**src/rtl/telemetry_framer.sv**
```systemverilog
// Periodic telemetry packetiser: snapshots NUM_CH channels on each period tick and
// streams DELIM1, DELIM2, channel bytes (MSB first) and an optional checksum to UART_tx.
`timescale 1ns/1ps
module telemetry_framer #(
  parameter int unsigned NUM_CH    = 3,
  parameter int unsigned CH_W      = 12,
  parameter int unsigned PERIOD    = 1041667,
  parameter logic [7:0]  DELIM1    = 8'hAA,
  parameter logic [7:0]  DELIM2    = 8'h55,
  parameter bit          CHKSUM_EN = 1'b1
) (
  input  logic                   clk,
  input  logic                   rst_n,
  input  logic                   en,
  input  logic [NUM_CH*CH_W-1:0] ch_data,
  input  logic                   tx_done,
  input  logic                   clr_ovr,
  output logic                   trmt,
  output logic [7:0]             tx_data,
  output logic                   busy,
  output logic                   overrun
);

  localparam int unsigned BPC    = (CH_W + 7) / 8;
  localparam int unsigned CHB_W  = BPC * 8;
  localparam int unsigned NPAY   = NUM_CH * BPC;
  localparam int unsigned PAY_W  = NPAY * 8;
  localparam int unsigned SNAP_W = NUM_CH * CH_W;
  localparam int unsigned CK     = CHKSUM_EN ? 1 : 0;
  localparam int unsigned NBYTES = 2 + NPAY + CK;
  localparam int unsigned IDX_W  = $clog2(NBYTES);
  localparam int unsigned CNT_W  = $clog2(PERIOD);

  typedef enum logic [1:0] {IDLE, LOAD, WAIT} state_t;

  state_t              state_q, state_nxt;
  logic [CNT_W-1:0]    cnt_q, cnt_nxt;
  logic [IDX_W-1:0]    idx_q, idx_nxt, idx_inc;
  logic [SNAP_W-1:0]   snap_q, snap_nxt;
  logic [7:0]          acc_q, acc_nxt;
  logic                trmt_nxt, busy_nxt, ovr_nxt;
  logic [7:0]          tx_data_nxt, next_byte;
  logic [PAY_W-1:0]    pay;
  logic                tick;

  // Byte at frame position i; the checksum slot reads the running accumulator.
  function automatic logic [7:0] byte_at(input logic [IDX_W-1:0] i,
                                         input logic [PAY_W-1:0] p,
                                         input logic [7:0] acc);
    int unsigned ii;
    ii = 32'(i);
    if (ii == 0) return DELIM1;
    if (ii == 1) return DELIM2;
    if (ii < NPAY + 2) return p[(NPAY + 1 - ii) * 8 +: 8];
    return ~acc;
  endfunction

  function automatic logic is_payload(input logic [IDX_W-1:0] i);
    int unsigned ii;
    ii = 32'(i);
    return (ii >= 2) && (ii < NPAY + 2);
  endfunction

  // Snapshot flattened so channel 0 occupies the most significant bytes.
  always_comb begin
    pay = '0;
    for (int unsigned k = 0; k < NUM_CH; k++) begin
      pay[(NUM_CH - 1 - k) * CHB_W +: CHB_W] = CHB_W'(snap_q[k * CH_W +: CH_W]);
    end
  end

  assign tick      = en && (cnt_q == CNT_W'(PERIOD - 1));
  assign idx_inc   = idx_q + IDX_W'(1);
  assign next_byte = byte_at(idx_inc, pay, acc_q);

  always_comb begin
    state_nxt   = state_q;
    cnt_nxt     = '0;
    idx_nxt     = idx_q;
    snap_nxt    = snap_q;
    acc_nxt     = acc_q;
    trmt_nxt    = 1'b0;
    tx_data_nxt = tx_data;
    busy_nxt    = busy;
    ovr_nxt     = overrun && !clr_ovr;

    if (en) cnt_nxt = tick ? '0 : cnt_q + CNT_W'(1);
    // A tick that lands while a frame is still in flight is lost; set beats clear.
    if (tick && busy) ovr_nxt = 1'b1;

    unique case (state_q)
      IDLE: begin
        if (tick) begin
          snap_nxt    = ch_data;
          busy_nxt    = 1'b1;
          idx_nxt     = '0;
          acc_nxt     = '0;
          trmt_nxt    = 1'b1;
          tx_data_nxt = DELIM1;
          state_nxt   = LOAD;
        end
      end
      LOAD: state_nxt = WAIT;
      WAIT: begin
        if (tx_done) begin
          if (idx_q == IDX_W'(NBYTES - 1)) begin
            busy_nxt  = 1'b0;
            state_nxt = IDLE;
          end else begin
            idx_nxt     = idx_inc;
            trmt_nxt    = 1'b1;
            tx_data_nxt = next_byte;
            if (is_payload(idx_inc)) acc_nxt = acc_q + next_byte;
            state_nxt   = LOAD;
          end
        end
      end
      default: state_nxt = IDLE;
    endcase
  end

  always_ff @(posedge clk or negedge rst_n) begin
    if (!rst_n) begin
      state_q <= IDLE;
      cnt_q   <= '0;
      idx_q   <= '0;
      snap_q  <= '0;
      acc_q   <= '0;
      trmt    <= 1'b0;
      tx_data <= 8'h00;
      busy    <= 1'b0;
      overrun <= 1'b0;
    end else begin
      state_q <= state_nxt;
      cnt_q   <= cnt_nxt;
      idx_q   <= idx_nxt;
      snap_q  <= snap_nxt;
      acc_q   <= acc_nxt;
      trmt    <= trmt_nxt;
      tx_data <= tx_data_nxt;
      busy    <= busy_nxt;
      overrun <= ovr_nxt;
    end
  end

endmodule
```
**config.mk**
```make
export PLATFORM = sky130hd
export DESIGN_NAME = telemetry_framer
export DESIGN_NICKNAME = d
export VERILOG_FILES = /design/src/rtl/telemetry_framer.sv
export SDC_FILE = /design/constraint.sdc
export NUM_CORES = 1
export LEC_CHECK = 0
export CORE_ASPECT_RATIO = 0.6
export CORE_MARGIN = 2
export CORE_UTILIZATION = 60
export CTS_CLUSTER_SIZE = 25
export DETAILED_ROUTE_END_ITERATION = 6
export PLACE_DENSITY_LB_ADDON = 0.1
export SKIP_LAST_GASP = 1
export SYNTH_ARGS = -nofsm -noshare
export SYNTH_HDL_FRONTEND = slang
export SYNTH_SLANG_ARGS = --single-unit
```
**constraint.sdc**
```tcl
create_clock -name clk -period 6.3 [get_ports clk]
set_clock_uncertainty 0.05 [all_clocks]
set_input_delay 0.63 -clock clk [delete_from_list [all_inputs] [get_ports clk]]
set_output_delay 0.63 -clock clk [all_outputs]
set_load 0.05 [all_outputs]
```
==> impl_metrics.env, run 1 <==
export IMPL_outcome="finished, final reports clean"
export IMPL_multi_input_comb_area_um2=2032
export IMPL_cts_repair_timing_setup_buffer_count=0
export IMPL_rsz_0062_raised_after_global_routing="no"
export IMPL_synth_ff_latch_count=81
export IMPL_share_comb_of_total_power=0.385
export IMPL_synth_edf_count=0
export IMPL_timing_slew_headroom=0.2129
export IMPL_combined_global_route_utilization_of_all_metal_layers=0.2613
export IMPL_filler_cell_count=448
export IMPL_core_um2=6705
export IMPL_report_final_hold_viol_count=0
export IMPL_critical_path_required_ns=6.51
export IMPL_max_capacitance_violation_count=0
export IMPL_async_reset_ff_frac=1.000
export IMPL_dieHeight_um=68.73
export IMPL_ys_seq_area_frac=0.4837
export IMPL_dp_cells=511
export IMPL_netlist_area_before_placement_um2=4190
export IMPL_detail_route_wirelength_um=9650
export IMPL_wire_length_of_the_first_global_routing_pass_um=15170
export IMPL_flow_area_growth_from_synthesis_pct=20.24
export IMPL_clkTransAtPathRegs_ns=0.06
export IMPL_drt_iter0_drc=381
export IMPL_most_common_cell_after_layout_fill_and_taps_aside="sky130_fd_sc_hd__dfrtp_1"
export IMPL_finish_utilization=0.7514
export IMPL_pre_cts_ws_ns=1.722
export IMPL_power_per_cell_area_nw_per_um2=378.1
export IMPL_setup_viol=0
export IMPL_clock_tree_htree_level_count=3
export IMPL_die_width_um=111.9
export IMPL_n_antenna_cell=0
export IMPL_final_period_minus_worst_setup_slack_ns=4.793
export IMPL_internal_power_uw=1171
export IMPL_initial_utilization=0.6249
export IMPL_routed_via_count=3251
export IMPL_routabilityCongestion=0.8915
export IMPL_mostFrequentLayoutCells="sky130_fd_sc_hd__dfrtp_1, sky130_fd_sc_hd__clkdlybuf4s50_1, sky130_fd_sc_hd__mux2_2"
export IMPL_fmax_mhz=208.7
export IMPL_worstSetupPathType="reg2reg"
export IMPL_remaining_drc_errors=0
export IMPL_insertion_delay_ns=0.34
export IMPL_tightestPinTransition_ns=1.151
export IMPL_grt_start_max_net_pins=82
export IMPL_post_route_worst_setup_slack_ns=1.507
export IMPL_crit_path_max_fanout=16
export IMPL_grt_pass1_vias=2937
export IMPL_die_area_um2=7690
export IMPL_ratio_of_cells_with_drive_above_1_in_the_final_layout=0.1500
export IMPL_hold_path_class="in2async"
export IMPL_final_max_slew_violation_count=0
export IMPL_avg_vias_per_cell=6.169
export IMPL_cts_hold_buffers_added=0
export IMPL_number_of_antenna_violations_at_the_first_check_in_global_routing=0
export IMPL_netSwitchingFraction=0.3853
export IMPL_cts_tree="yes"
export IMPL_synthFlopType="sky130_fd_sc_hd__dfrtp_1"
export IMPL_clock_power_share=0.279
export IMPL_clock_sink_count=81
export IMPL_power_ir_vdd_worst_uv=314.2
export IMPL_setup_tns_final_ns=0
export IMPL_max_clock_path_buffers=2
export IMPL_final_period_utilization=0.7607
export IMPL_numCtsBuffers=9
export IMPL_top_level_ports=52
export IMPL_antenna_left=0
export IMPL_globalRouteOverflowTotal=0
export IMPL_worstSetupStartpointType="register"
export IMPL_hpwlAfterDp_um=6794
export IMPL_power_leakage_uw=0.002339
export IMPL_ctsResizeCount=0
export IMPL_seqCellArea_um2=2027
export IMPL_final_net_count=490
export IMPL_seqPwrFrac=0.336
export IMPL_drt_pass1_iterations=5
export IMPL_netlist_cell_type_count=54
export IMPL_arrival_ns=5.00
export IMPL_root_buffer="sky130_fd_sc_hd__clkbuf_16"
export IMPL_synth_warning_count=0
export IMPL_synthesis_instances=391
export IMPL_num_rows=23
export IMPL_worst_setup_path_end_kind="register"
export IMPL_layoutNonFillerInstCount=527
export IMPL_postSynthAreaPerCell_um2=10.72
export IMPL_total_switching_power_uw=734.1
export IMPL_route_detailed_wl_per_inst_um=18.31
export IMPL_port_buffers=51
export IMPL_syn_num_nets=446
[cell usage after synthesis (2+ instances only)]
cell,number,share of area
sky130_fd_sc_hd__dfrtp_1,81,0.48
sky130_fd_sc_hd__mux2_2,37,0.099
sky130_fd_sc_hd__nor2_1,36,0.032
sky130_fd_sc_hd__nand2_1,23,0.021
sky130_fd_sc_hd__o21ai_0,20,0.024
sky130_fd_sc_hd__nand3_1,16,0.019
sky130_fd_sc_hd__a21oi_1,14,0.017
sky130_fd_sc_hd__clkbuf_1,13,0.012
sky130_fd_sc_hd__ha_1,13,0.039
sky130_fd_sc_hd__inv_1,13,0.012
sky130_fd_sc_hd__xor2_1,13,0.027
sky130_fd_sc_hd__and3_1,10,0.015
sky130_fd_sc_hd__mux2i_1,8,0.019
sky130_fd_sc_hd__or3_1,7,0.010
sky130_fd_sc_hd__xnor2_1,6,0.013
sky130_fd_sc_hd__a21o_1,5,0.0090
sky130_fd_sc_hd__nand4_1,5,0.0075
sky130_fd_sc_hd__nor3_1,5,0.0060
sky130_fd_sc_hd__a221oi_1,4,0.0084
sky130_fd_sc_hd__buf_2,4,0.0048
sky130_fd_sc_hd__nor2b_1,4,0.0060
sky130_fd_sc_hd__a22o_1,3,0.0063
sky130_fd_sc_hd__nor4_1,3,0.0045
sky130_fd_sc_hd__o22ai_1,3,0.0045
sky130_fd_sc_hd__a21boi_0,2,0.0036
sky130_fd_sc_hd__a22oi_1,2,0.0036
sky130_fd_sc_hd__a2bb2oi_1,2,0.0042
sky130_fd_sc_hd__and2_1,2,0.0030
sky130_fd_sc_hd__and4_1,2,0.0042
sky130_fd_sc_hd__mux4_2,2,0.011
sky130_fd_sc_hd__nand2b_1,2,0.0030
sky130_fd_sc_hd__o211ai_1,2,0.0036
sky130_fd_sc_hd__o21a_1,2,0.0036
sky130_fd_sc_hd__o221a_2,2,0.0054
sky130_fd_sc_hd__o311ai_0,2,0.0042
sky130_fd_sc_hd__o31a_1,2,0.0042
sky130_fd_sc_hd__o31ai_1,2,0.0036
sky130_fd_sc_hd__o41ai_1,2,0.0042
sky130_fd_sc_hd__or2_2,2,0.0030
[metrics by stage]
step / hold slack (ns) / total power, uW / cell area (um^2)
4_1_cts: 0.4249 / 1899 / 5039
5_1_grt: 0.4652 / 1997 / 5039
3_3_place_gp: 0.4123 / 1321 / 4732
6_report: 0.3867 / 1905 / 5039
3_5_place_dp: 0.4174 / 1358 / 4732
2_1_floorplan: 0.2844 / 1138 / 4190
[kinds of logic (layout without fill, tap and decap cells)]
logic type / after synthesis / in the layout / share of synthesized area
xor gates and xnor gates: 20 / 20 / 0.04360
muxes: 47 / 47 / 0.1293
adders and majority gates: 14 / 14 / 0.04360
AOI/OAI and AO/OA: 74 / 74 / 0.1215
buffers and inverters: 32 / 81 / 0.03165
DFF: 81 / 81 / 0.4837
and+or+nand+nor: 123 / 123 / 0.1466
[registers in the layout, summed over array words and instances, names as in the netlist]
| signal | cells |
|---|---|
| snap_q | 36 |
| tx_data | 8 |
| idx_q | 4 |
| cnt_q | 20 |
| busy | 1 |
| trmt | 1 |
| overrun | 1 |
| state_q | 2 |
| acc_q | 8 |
[path summary, 6_finish.rpt]
| check | start | to | slack (ns) | cells past startpoint |
|---|---|---|---|---|
| min in group clk | cnt_q[0] | cnt_q[0] | 0.42 | 1 |
| max | idx_q[0] | acc_q[7] | 1.51 | 14 |
| max reg2reg | idx_q[0] | acc_q[7] | 1.51 | 14 |
| max in group asynchronous | rst_n | snap_q[26] | 5.13 | 1 |
| min reg2reg | cnt_q[0] | cnt_q[0] | 0.42 | 1 |
| min | rst_n | cnt_q[1] | 0.39 | 1 |
[layer usage]
layer  vias up  global-route usage  part of all wire
met5         -                   0                 0
met3        18             0.06818             0.085
met2       149              0.3530              0.41
met1      1584              0.4014              0.49
met4         0             0.09568             0.017
li1       1500                   -                 -
[worst max-delay path, cell delays in order (launching register included)]
cell	delay, ns
sky130_fd_sc_hd__dfrtp_1	0.73
sky130_fd_sc_hd__ha_1	0.46
sky130_fd_sc_hd__xor2_1	0.79
sky130_fd_sc_hd__nor2_1	0.13
sky130_fd_sc_hd__a22oi_1	0.19
sky130_fd_sc_hd__a21oi_1	0.10
sky130_fd_sc_hd__a21oi_1	0.38
sky130_fd_sc_hd__inv_1	0.12
sky130_fd_sc_hd__ha_1	0.30
sky130_fd_sc_hd__a21oi_1	0.21
sky130_fd_sc_hd__o221ai_1	0.20
sky130_fd_sc_hd__o41ai_1	0.41
sky130_fd_sc_hd__nor4_1	0.11
sky130_fd_sc_hd__or2_2	0.34
sky130_fd_sc_hd__o211ai_1	0.19
[layout make-up]
cell class              count  area share
clock buffers              10     0.04743
clock inverters             6     0.01341
inverters                  13    0.009685
multi-input cells         278      0.4033
flip-flops and latches     81      0.4023
well taps                  87     0.02160
repair buffers             52      0.1023
[power groups by stage]
stage | combinational, uW | clock (uW) | sequential [uW]
final | 734 | 532 | 639
after global routing | 786 | 562 | 649
after CTS | 721 | 539 | 638
after detailed placement | 711 | 0 | 647
after global placement | 678 | 0 | 643
after floorplan | 432 | 0 | 706
(Power assumes the default switching activity.)
==> run 2: changes to the inputs <==
- CORE_UTILIZATION: 60 -> 50
- clock period: 6.3 -> 4.1 ns (I/O delays scaled with it)
==> impl_metrics.env, run 2 (synthesis results as in run 1) <==
export IMPL_arrival_ns=3.95
export IMPL_crit_path_max_fanout=7
export IMPL_clock_sink_count=81
export IMPL_final_period_minus_worst_setup_slack_ns=3.777
export IMPL_wire_length_of_the_first_global_routing_pass_um=15250
export IMPL_final_period_utilization=0.9213
export IMPL_root_buffer="sky130_fd_sc_hd__clkbuf_16"
export IMPL_layout_top_registers="snap_q x36, cnt_q x20"
export IMPL_routed_via_count=3143
export IMPL_most_common_cell_after_layout_fill_and_taps_aside="sky130_fd_sc_hd__dfrtp_1"
export IMPL_avg_vias_per_cell=5.623
export IMPL_die_width_um=122.2
export IMPL_setup_viol=0
export IMPL_final_cell_area_um2=5171
export IMPL_outcome="finished, final reports clean"
export IMPL_num_rows=25
export IMPL_drt_pass1_iterations=4
export IMPL_worstSetupPathType="reg2reg"
export IMPL_mostFrequentLayoutCells="sky130_fd_sc_hd__dfrtp_1, sky130_fd_sc_hd__clkdlybuf4s50_1, sky130_fd_sc_hd__mux2_2"
export IMPL_final_net_count=501
export IMPL_fmax_mhz=264.7
export IMPL_core_um2=8008
export IMPL_tightestPinTransition_ns=1.019
export IMPL_ratio_of_cells_with_drive_above_1_in_the_final_layout=0.1752
export IMPL_route_detailed_wl_per_inst_um=17.11
export IMPL_grt_start_max_net_pins=82
export IMPL_n_antenna_cell=0
export IMPL_most_utilized_layer_in_the_global_route_result="met1"
export IMPL_max_clock_path_buffers=2
export IMPL_hpwlAfterDp_um=6809
export IMPL_use_met2=0.2917
export IMPL_critical_path_required_ns=4.28
export IMPL_grt_pass1_vias=2870
export IMPL_globalRouteOverflowTotal=0
export IMPL_largest_register_ffs=36
export IMPL_max_flop_register="snap_q"
export IMPL_flow_area_growth_from_synthesis_pct=23.41
export IMPL_clkTransAtPathRegs_ns=0.06
export IMPL_die_area_um2=9153
export IMPL_grt_util_met3=0.07045
export IMPL_drt_iter0_drc=259
export IMPL_pre_cts_ws_ns=0.3181
export IMPL_insertion_delay_ns=0.34
export IMPL_final_max_slew_violation_count=0
export IMPL_worstSetupStartpointType="register"
export IMPL_finish_utilization=0.6458
export IMPL_numCtsBuffers=9
export IMPL_post_route_worst_setup_slack_ns=0.3227
export IMPL_power_per_cell_area_nw_per_um2=590.8
export IMPL_dp_cells=540
export IMPL_routabilityCongestion=0.9017
export IMPL_max_capacitance_violation_count=0
export IMPL_initial_utilization=0.5233
export IMPL_power_leakage_uw=0.002387
export IMPL_global_route_usage_met1=0.3545
export IMPL_combined_global_route_utilization_of_all_metal_layers=0.2246
export IMPL_layoutNonFillerInstCount=559
export IMPL_hold_path_class="in2async"
export IMPL_detail_route_wirelength_um=9564
export IMPL_power_ir_vdd_worst_uv=377.4
export IMPL_top_level_ports=52
export IMPL_report_final_hold_viol_count=0
export IMPL_worst_setup_path_end_kind="register"
export IMPL_setup_tns_final_ns=0
export IMPL_port_buffers=51
export IMPL_placed_area_um2=4818
export IMPL_timing_slew_headroom=0.3210
export IMPL_remaining_drc_errors=0
export IMPL_cts_tree="yes"
export IMPL_antenna_left=0
export IMPL_dieHeight_um=74.91
export IMPL_number_of_antenna_violations_at_the_first_check_in_global_routing=0
export IMPL_clock_tree_htree_level_count=3
export IMPL_worstRegToRegCells=15
## run 2: changes by cell type in the layout (fill, tap and decap cells not counted)
cell / change
sky130_fd_sc_hd__buf_4: +11
sky130_fd_sc_hd__ha_1: -2
sky130_fd_sc_hd__ha_2: +2
sky130_fd_sc_hd__bufinv_16: +1
sky130_fd_sc_hd__clkbuf_1: +1
sky130_fd_sc_hd__clkbuf_8: -1
sky130_fd_sc_hd__clkinv_2: -1
sky130_fd_sc_hd__clkinvlp_4: +1
sky130_fd_sc_hd__inv_1: -1
## run 2: timing repair
| item | CTS | global route |
|---|---|---|
| hold buffers | 0 | 0 |
| gates resized for setup | 0 | 3 |
| setup buffers | 0 | 3 |
| endpoints found under the setup margin | 0 | 1 |
## run 2: worst max-delay path, cell delays in order, from the launching register on
cell	delay, ns
sky130_fd_sc_hd__dfrtp_1	0.43
sky130_fd_sc_hd__inv_1	0.20
sky130_fd_sc_hd__ha_2	0.21
sky130_fd_sc_hd__or4b_2	0.60
sky130_fd_sc_hd__o31a_1	0.19
sky130_fd_sc_hd__o311ai_0	0.12
sky130_fd_sc_hd__o221a_2	0.27
sky130_fd_sc_hd__ha_1	0.17
sky130_fd_sc_hd__inv_1	0.06
sky130_fd_sc_hd__fa_1	0.37
sky130_fd_sc_hd__nor2b_1	0.15
sky130_fd_sc_hd__o21ai_0	0.11
sky130_fd_sc_hd__a21oi_1	0.24
sky130_fd_sc_hd__o21a_1	0.15
sky130_fd_sc_hd__o21ai_0	0.07
sky130_fd_sc_hd__a32o_1	0.26
## run 2: final timing paths
check,from,end,slack (ns)
min in group clk,cnt_q[0],cnt_q[0],0.43
setup / recovery,idx_q[0],acc_q[6],0.32
setup reg to reg,idx_q[0],acc_q[6],0.32
max in group asynchronous,rst_n,snap_q[14],3.15
hold reg to reg,cnt_q[0],cnt_q[0],0.43
hold / removal,rst_n,cnt_q[0],0.19
## run 2: power by group
| part | internal [uW] | switching (uW) | total (uW) |
|---|---|---|---|
| Clock | 535 | 324 | 859 |
| Combinational | 515 | 714 | 1230 |
| Sequential | 879 | 88.4 | 967 |
| Total | 1930 | 1130 | 3060 |
## run 2: area by class of cell
class                           count  area [um^2]
Inverter                           13        52.55
Clock inverter                      6        92.59
Clock buffer                       10        229.0
Fill cell                         655         2836
Sequential cell                    81         2027
Tap cell                          108        135.1
Timing Repair Buffer               63        598.1
Multi-Input combinational cell    278         2037
## run 2: routing by layer
metal / share of wire / vias up
li1: - / 1522
met1: 0.52 / 1524
met2: 0.39 / 88
met3: 0.075 / 9
met4: 0.010 / 0
met5: 0 / -
## run 2: metrics by stage
stage               hold slack [ns]  power [uW]
detailed placement           0.4256        2128
CTS                          0.2332        3003
finish                       0.1930        3055
floorplan                   0.06441        1749
global placement             0.4129        2117
global route                 0.2793        3234
